`src/rtl/expr_ctrl_pkg.sv`:
```
// Shared types and constants for the expr recognizer stream controller.
// Each FIFO entry carries one character plus an overflow tag used on ';' entries.
package expr_ctrl_pkg;

  typedef enum logic [1:0] {
    StIdle,
    StFeed,
    StDone
  } state_e;

  localparam logic [7:0] SEMI = 8'h3B;
  localparam logic [7:0] NUL  = 8'h00;

  localparam int unsigned EntryW = 9;

  typedef struct packed {
    logic       tag;
    logic [7:0] chr;
  } entry_t;

endpackage

```
`src/rtl/expr_fifo.sv`:
```
// Synchronous FIFO with combinational head output and occupancy counter.
// Pointers wrap modulo DEPTH, so DEPTH need not be a power of two.
module expr_fifo #(
  parameter int unsigned DEPTH = 16,
  parameter int unsigned WIDTH = 9,
  parameter int unsigned CW    = $clog2(DEPTH + 1)
) (
  input  logic             clk,
  input  logic             clr,
  input  logic             push,
  input  logic             pop,
  input  logic [WIDTH-1:0] din,
  output logic [WIDTH-1:0] dout,
  output logic             full,
  output logic             empty,
  output logic [CW-1:0]    count
);
  localparam int unsigned   AW      = (DEPTH > 1) ? $clog2(DEPTH) : 1;
  localparam logic [AW-1:0] LastIdx = AW'(DEPTH - 1);

  logic [WIDTH-1:0] mem_q [DEPTH];
  logic [AW-1:0]    wr_ptr_q, wr_ptr_d, rd_ptr_q, rd_ptr_d;
  logic [CW-1:0]    count_q, count_d;
  logic             push_en, pop_en;

  function automatic logic [AW-1:0] ptr_inc(input logic [AW-1:0] p);
    return (p == LastIdx) ? '0 : p + AW'(1);
  endfunction

  assign full    = (count_q == CW'(DEPTH));
  assign empty   = (count_q == '0);
  assign count   = count_q;
  assign push_en = push & ~full;
  assign pop_en  = pop & ~empty;
  assign dout    = mem_q[rd_ptr_q];

  always_comb begin
    wr_ptr_d = push_en ? ptr_inc(wr_ptr_q) : wr_ptr_q;
    rd_ptr_d = pop_en ? ptr_inc(rd_ptr_q) : rd_ptr_q;
    unique case ({push_en, pop_en})
      2'b10:   count_d = count_q + CW'(1);
      2'b01:   count_d = count_q - CW'(1);
      default: count_d = count_q;
    endcase
  end

  always_ff @(posedge clk or posedge clr) begin
    if (clr) begin
      wr_ptr_q <= '0;
      rd_ptr_q <= '0;
      count_q  <= '0;
    end else begin
      wr_ptr_q <= wr_ptr_d;
      rd_ptr_q <= rd_ptr_d;
      count_q  <= count_d;
    end
  end

  always_ff @(posedge clk) begin
    if (push_en) mem_q[wr_ptr_q] <= din;
  end

endmodule

```
`src/rtl/expr_stream_ctrl.sv`:
```
// Buffers ';'-terminated expressions from a valid/ready stream and replays each one
// into the free-running expr recognizer, reporting one legality result per expression.
module expr_stream_ctrl
  import expr_ctrl_pkg::*;
#(
  parameter int unsigned DEPTH   = 16,
  parameter int unsigned MAX_LEN = 8,
  parameter int unsigned LW      = $clog2(MAX_LEN + 1)
) (
  input  logic          clk,
  input  logic          clr,
  input  logic          in_valid,
  input  logic [7:0]    in_data,
  output logic          in_ready,
  output logic [7:0]    expr_in,
  output logic          expr_clr,
  input  logic          expr_out,
  output logic          res_valid,
  output logic          res_ok,
  output logic          res_ovf,
  output logic [LW-1:0] res_len
);
  localparam int unsigned   CW     = $clog2(DEPTH + 1);
  localparam logic [LW-1:0] MaxLen = LW'(MAX_LEN);

  state_e                state_q, state_d;
  logic [LW-1:0]         wlen_q, wlen_d, rlen_q, rlen_d, res_len_q, res_len_d;
  logic                  ovf_pend_q, ovf_pend_d, res_ok_q, res_ok_d, res_ovf_q, res_ovf_d;
  logic [CW-1:0]         expr_cnt_q, expr_cnt_d;
  logic                  accept, is_semi, expr_inc, expr_dec;
  logic                  fifo_push, fifo_pop, fifo_full, fifo_empty;
  logic [CW-1:0]         fifo_count;
  logic [EntryW-1:0]     fifo_dout;
  entry_t                push_entry, head;

  expr_fifo #(
    .DEPTH(DEPTH),
    .WIDTH(EntryW),
    .CW   (CW)
  ) u_fifo (
    .clk  (clk),
    .clr  (clr),
    .push (fifo_push),
    .pop  (fifo_pop),
    .din  (push_entry),
    .dout (fifo_dout),
    .full (fifo_full),
    .empty(fifo_empty),
    .count(fifo_count)
  );

  assign head      = fifo_dout;
  assign in_ready  = ~fifo_full;
  assign accept    = in_valid & in_ready;
  assign is_semi   = (in_data == SEMI);
  assign res_ok    = res_ok_q;
  assign res_ovf   = res_ovf_q;
  assign res_len   = res_len_q;

  // Write side: characters past MAX_LEN are dropped and flagged on the terminating ';'.
  always_comb begin
    wlen_d     = wlen_q;
    ovf_pend_d = ovf_pend_q;
    fifo_push  = 1'b0;
    expr_inc   = 1'b0;
    push_entry = '{tag: 1'b0, chr: in_data};
    if (accept) begin
      if (is_semi) begin
        fifo_push      = 1'b1;
        push_entry.tag = ovf_pend_q;
        wlen_d         = '0;
        ovf_pend_d     = 1'b0;
        expr_inc       = 1'b1;
      end else if (wlen_q != MaxLen) begin
        fifo_push = 1'b1;
        wlen_d    = wlen_q + LW'(1);
      end else begin
        ovf_pend_d = 1'b1;
      end
    end
  end

  always_comb begin
    unique case ({expr_inc, expr_dec})
      2'b10:   expr_cnt_d = expr_cnt_q + CW'(1);
      2'b01:   expr_cnt_d = expr_cnt_q - CW'(1);
      default: expr_cnt_d = expr_cnt_q;
    endcase
  end

  // Read side: the recognizer is held in clear except while an expression streams.
  always_comb begin
    state_d   = state_q;
    rlen_d    = rlen_q;
    res_ok_d  = res_ok_q;
    res_ovf_d = res_ovf_q;
    res_len_d = res_len_q;
    expr_in   = NUL;
    expr_clr  = 1'b1;
    fifo_pop  = 1'b0;
    expr_dec  = 1'b0;
    res_valid = 1'b0;
    unique case (state_q)
      StIdle: begin
        rlen_d = '0;
        if (expr_cnt_q != '0) state_d = StFeed;
      end
      StFeed: begin
        expr_clr = 1'b0;
        expr_in  = head.chr;
        fifo_pop = 1'b1;
        if (head.chr == SEMI) begin
          // expr_out reflects the last real character applied on the previous edge.
          res_ok_d  = expr_out & (rlen_q != '0) & ~head.tag;
          res_ovf_d = head.tag;
          res_len_d = rlen_q;
          rlen_d    = '0;
          expr_dec  = 1'b1;
          state_d   = StDone;
        end else begin
          rlen_d = rlen_q + LW'(1);
        end
      end
      StDone: begin
        res_valid = 1'b1;
        state_d   = (expr_cnt_q != '0) ? StFeed : StIdle;
      end
      default: state_d = StIdle;
    endcase
  end

  always_ff @(posedge clk or posedge clr) begin
    if (clr) begin
      state_q    <= StIdle;
      wlen_q     <= '0;
      rlen_q     <= '0;
      ovf_pend_q <= 1'b0;
      expr_cnt_q <= '0;
      res_ok_q   <= 1'b0;
      res_ovf_q  <= 1'b0;
      res_len_q  <= '0;
    end else begin
      state_q    <= state_d;
      wlen_q     <= wlen_d;
      rlen_q     <= rlen_d;
      ovf_pend_q <= ovf_pend_d;
      expr_cnt_q <= expr_cnt_d;
      res_ok_q   <= res_ok_d;
      res_ovf_q  <= res_ovf_d;
      res_len_q  <= res_len_d;
    end
  end

  // Every buffered expression owns at least its ';' entry, so FEED never sees an empty FIFO.
  a_feed_nonempty: assert property (@(posedge clk) disable iff (clr)
    (state_q == StFeed) |-> !fifo_empty);
  a_cnt_le_occ: assert property (@(posedge clk) disable iff (clr)
    expr_cnt_q <= fifo_count);

endmodule

```
`config.mk`:
```
export PLATFORM = sky130hd
export DESIGN_NAME = expr_stream_ctrl
export DESIGN_NICKNAME = d
export VERILOG_FILES = /design/src/rtl/expr_ctrl_pkg.sv /design/src/rtl/expr_fifo.sv /design/src/rtl/expr_stream_ctrl.sv
export SDC_FILE = /design/constraint.sdc
export NUM_CORES = 1
export LEC_CHECK = 0
export CORE_MARGIN = 8
export CORE_UTILIZATION = 45
export DETAILED_ROUTE_END_ITERATION = 6
export PLACE_DENSITY = 0.6
export SLEW_MARGIN = 20
export SYNTH_ARGS = -nofsm -noshare
export SYNTH_HDL_FRONTEND = slang
export SYNTH_SLANG_ARGS = --single-unit
```
`constraint.sdc`:
```
create_clock -name clk -period 7.7 [get_ports clk]
set_input_delay 1.925 -clock clk [delete_from_list [all_inputs] [get_ports clk]]
set_output_delay 1.925 -clock clk [all_outputs]
set_load 0.005 [all_outputs]
```
* Yosys cells after proc, flatten, opt, wreduce, memory -nomap -nowiden *
Memories as Yosys holds them, arrays and structs flattened.
Cells that the tools add are included.

operators by class
  bitwise gates (word level) = 8
  equality and inequality tests = 15
  add/sub/neg operators = 8
  reductions and logical operators = 12
  multiplexer cells = 29

operators by type and width
  cell                                              count
  two-way mux 4 bit                                 5
  case mux 5 bit (2 select lines)                   2
  two-way mux 1 bit                                 17
  adder 4 x 1 -> 4 bit, second input constant       4
  == test 8 x 6 -> 1 bit, second input constant     2
  adder 5 x 1 -> 5 bit, second input constant       2
  subtractor 5 x 1 -> 5 bit, second input constant  2
  == test 4 bit, second input constant              2
  two-way mux 8 bit                                 1
  case mux 4 bit (2 select lines)                   1
  AND reduction 2 bit                               4
  nonzero test 2 bit                                4
  == test 2 x 1 -> 1 bit, second input constant     3
  == test 2 bit, second input constant              3
  inequality test 2 bit, second input constant      3
  case mux 2 bit (3 select lines)                   1
  bitwise AND 1 bit                                 5
  == test 5 bit, second input constant              1
  logical NOT 5 bit                                 1
  nonzero test 5 bit                                1
  two-way mux 2 bit                                 2
  inequality test 4 bit, second input constant      1
  nonzero test 4 bit                                1
  inverter 1 bit                                    3
  logical NOT 2 bit                                 1

storage, ports and cells
  memory bits (writable) = 144
  memories = 1
  bits of input ports = 12
  word-level logic and storage cells = 84
  flip-flop bits (word level) = 35
  output and inout port bits = 17

memory list
  name          words  bits a word  rd ports  clocked after Yosys merged registers in  write ports  line             RTL
  u_fifo.mem_q  16     9            1         0                                        1            expr_fifo.sv:21  logic [WIDTH-1:0] mem_q [DEPTH];

* Depth between registers and ports, before layout *
  word-level depth = 7
  depth in mapped cells = 18
  depth with buffers taken out = 15

* Hierarchy *
Synthesis repeated with hierarchy kept, for this count alone.

unflattened totals
  cells, all modules = 460
  area, all modules = 7699.9 um^2

modules (own cells, without submodules)
  module            instances  seq. area each (um^2)  area an instance (um^2)  cells an instance
  expr_fifo         1          4649.5                 6331.1                   320
  expr_stream_ctrl  1          550.5                  1368.8                   140

* Worst setup path after synthesis *
Ideal clock, no wire load.

  path type = in2reg
  start point = in in_data[2]
  end point = reg u_fifo.count_q[4] (netlist: u_fifo.count[4])
  data required time = 7.577 ns
  stages = 12
  setup time = 0.123 ns
  arrival time = 4.299 ns
  setup slack = 3.278 ns
  path buffers = 0
  cells stage by stage = nand4b_1 > nor4_1 > nor3_1 > nor2_1 > inv_1 > ha_1 > fa_1 > a21o_1 > a21oi_1 > xor2_1 > nor2_1 > xnor2_1

on the way
  cells in the longest elaborated chain, start to end = 6
  elaborated cells on any way between the ends = 8
  those cells by class = eq/ne (3); mux (3); bitwise (1); reduce/logical (1)

ends and longest elaborated chain
  what                                                                   line                    RTL
  start: declaration                                                     expr_stream_ctrl.sv:13  input logic [7:0] in_data,
  == test 8 x 6 -> 1 bit *                                               expr_stream_ctrl.sv:55  assign is_semi = (in_data == SEMI);
  two-way mux 1 bit *                                                    expr_stream_ctrl.sv:68  if (is_semi) begin
  two-way mux 1 bit *                                                    expr_stream_ctrl.sv:67  if (accept) begin
  bitwise AND 1 bit *                                                    expr_fifo.sv:33         assign push_en = push & ~full;
  == test 2 x 1 -> 1 bit or == test 2 bit (tied branches)                expr_fifo.sv:40         unique case ({push_en, pop_en})
  case mux 5 bit (2 select lines) or nonzero test 2 bit (tied branches)  -
  end signal: assignment                                                 expr_fifo.sv:55         count_q <= count_d;
  end: declaration                                                       expr_fifo.sv:23         logic [CW-1:0] count_q, count_d;

Mark *: on every way between the ends. The rest lies on a longest branch, timed or not.
A chain may end at the register's enable or synchronous reset.

* Worst setup path in the final report *
  start point = in in_data[3]
  end point = reg u_fifo.count_q[4] (netlist: u_fifo.count[4])

The elaborated chain is that of the path after synthesis.

==> results.toml <==
[logic_synthesis]
syn-cell-area_sq_um = 7666
synth_compound_area_share_pct = 5.614
synth_seq_cells = 179
synth_top_flop_cell = "edfxtp_1"
yosys.area_share.adder_pct = 3.297
muxShareOfSynthArea_pct = 12.84
yosys.area.top_type = "edfxtp_1"
yosysSeqAreaShare_pct = 67.83
syn-instance-count = 489
synth-edff-count = 144
yosys_warnings = 0
synth_area_leaders = "edfxtp_1, dfrtp_1, mux2i_1"
async_flop_share_pct = 19.55
synth_top_area_share_pct = 56.41
netlist_top_cells_count = "edfxtp_1, nand2_1, dfrtp_1, mux2i_1, nor2_1"
syn-mean-instance-area_sq_um = 15.68
synth_top_family_by_area = "multiplexers"
synthSimpleGateAreaFrac_pct = 6.643
syn_nets = 520
ys_types = 48
synth.most_common_cell = "edfxtp_1"
synth-xor-area-share_pct = 1.371

[global_routing]
grt_antenna_before_repair = 0
grt_first_pass_wirelength_um = 26160
first_global_vias = 4340
grt_overflow = 0
grt_usage_pct = 16.39
use_met2_pct = 27.08
grt_max_degree = 36
globalRouteMet1Util_pct = 20.47
use_met3_pct = 3.986
grt-busiest-layer = "met2"

[cts]
clock-sinks = 179
cts_tree = "built"
postCtsSetupBuffers = 0
clock_path_buffers = 2
clockRootBuffer = "clkbuf_16"
htreeDepth = 4
clk_latency_ns = 0.43
postCtsHoldBufs = 0
clk_pin_slew_worst_paths_ns = 0.07
cts_resized = 0
cts_buffers = 17

[setup_path]
start_kind = "input port"
arrival_ns = 5.82
r2r-start = "u_fifo.rd_ptr_q[1]$_DFFE_PP0P_"
crit_type = "in -> reg"
cp_max_fo = 17
worstRegToRegCells = 16
r2r_slack_ns = 2.90
r2r_end = "expr_cnt_q[4]$_DFFE_PP0P_"
worstPathRequired_ns = 8.02
endpoint_kind = "flop"

[hold_path]
holdPathEnd = "expr_cnt_q[4]$_DFFE_PP0P_"
hold_path_depth = 1
min-delay-start = "expr_cnt_q[4]$_DFFE_PP0P_"
hp-class = "reg -> reg"

[floorplanning]
io_pins = 29
core-area_sq_um = 16640
die_x_um = 146.5
initial_utilization_pct = 46.06
die_h_um = 146.5
num_rows = 47
die_area_sq_um = 21470

[placement]
placed_area_sq_um = 8249
io_buffers = 28
gp_congestion = 0.8143
post-dp-hpwl_um = 10980

[route]
drc = 0
postRouteAntennaNets = 0
detail_route.wl_per_cell_um = 22.00
vias = 4244
dr.pass1.iters = 4
drtIter0Drc = 373
via_per_inst = 5.533
routed_wl_um = 16880

[power]
leakage_nw = 3.249
power_density_nw_per_um2 = 377.2
peakVddDrop_uv = 268.8

[timing]
clock_skew_ns = 0.009396
hold_violations = 0
fmax_mhz = 181.8
setup_viol = 0
slew_headroom_pct = 29.56
fin_crit_ns = 5.502
worst_slew_pin_slew_ns = 1.054
drv_slew = 0
rsz0062_at_grt = "no"
timing.final.crit_share_pct = 71.45
fin_tns_setup_ns = 0

[layout]
drive_gt1_share_pct = 14.44
nNetsFinal = 565
num_antenna_cells = 0
synthToLayoutAreaGrowth_pct = 15.11
fin_area_sq_um = 8825
final_core_util_pct = 53.03

[job]
cap_violations = 0

[status]
status = "complete, no violations"
## placed cells by master, fill, tap and decap left out, drive strengths merged, types with 6 or more instances in the layout
cell type      count
a21oi             11
a22oi             13
buf               20
clkbuf            17
clkdlybuf4s50     28
dfrtp             35
edfxtp           144
ha                17
inv               22
mux2              11
mux2i             35
mux4              21
nand2             42
nor2              28
nor2b              6
nor3              10
o21ai             19
xnor2              7
## worst max path at each step
stage / start / endpoint / slack [ns] / cells after the start
floorplan: in_data[2] / u_fifo.count[4]$_DFFE_PP0P_ / 3.28 / 12
global placement: in_data[3] / u_fifo.count[4]$_DFFE_PP0P_ / 1.87 / 14
detailed placement: in_data[3] / u_fifo.count[4]$_DFFE_PP0P_ / 1.77 / 14
CTS: in_data[3] / u_fifo.count[4]$_DFFE_PP0P_ / 2.23 / 14
global route: in_data[3] / u_fifo.count[4]$_DFFE_PP0P_ / 1.90 / 14
finish: in_data[3] / u_fifo.count[4]$_DFFE_PP0P_ / 2.20 / 14
## stage by stage
step | total power [W] | worst slack, ns | std cells | hold slack [ns]
floorplan | 0.002120 | 3.278 | 489 | 0.4423
global placement | 0.002497 | 1.870 | 735 | 0.4597
detailed placement | 0.002526 | 1.775 | 735 | 0.4634
CTS | 0.003362 | 2.231 | 767 | 0.4766
global route | 0.003522 | 1.902 | 767 | 0.4878
finish | 0.003329 | 2.198 | 767 | 0.4731
## registers in the layout, summed over array words and instances (netlist names)
name             cells
state_q              2
u_fifo.mem_q       144
u_fifo.wr_ptr_q      4
ovf_pend_q           1
wlen_q               4
rlen_q               4
expr_cnt_q           5
res_len              4
res_ok               1
res_ovf              1
u_fifo.count         5
u_fifo.rd_ptr_q      4
## cell families (layout without fill, tap and decap cells)
| logic type | Yosys count | in the layout |
|---|---|---|
| simple gates | 108 | 108 |
| compound gates | 66 | 66 |
| fa+ha+maj | 19 | 19 |
| xor+xnor | 12 | 12 |
| mux | 67 | 67 |
| buf+inv | 38 | 96 |
| flops | 179 | 179 |
## report_power, final
part	internal, W	switching, W
sequential	0.00119	0.000136
clock	0.000454	0.000382
combinational	0.000545	0.000618
## cell type report
| cell class | count | area, sq um |
|---|---|---|
| Clock buffer | 17 | 425.4 |
| Multi-Input combinational cell | 272 | 2282 |
| Inverter | 16 | 60.06 |
| Clock inverter | 15 | 150.1 |
| Tap cell | 220 | 275.3 |
| Fill cell | 1366 | 7818 |
| Sequential cell | 179 | 5201 |
| Timing Repair Buffer | 48 | 430.4 |
## worst max-delay path: stages
cell and delay (ns):
clkdlybuf4s50_1 0.85, nand4b_1 0.25, nor4_1 0.36, buf_4 0.23
nor3_1 0.05, nor2_1 0.52, inv_1 0.17, ha_1 0.31
fa_1 0.43, a21o_1 0.21, a21oi_1 0.17, xor2_1 0.15
nor2_1 0.07, xnor2_1 0.12
## routing by layer
metal	wire (um)	vias to the layer above
met5	0	-
met4	317	0
met3	1175	16
met2	8358	131
met1	7025	2140
li1	-	1957
(Power assumes the default switching activity.)
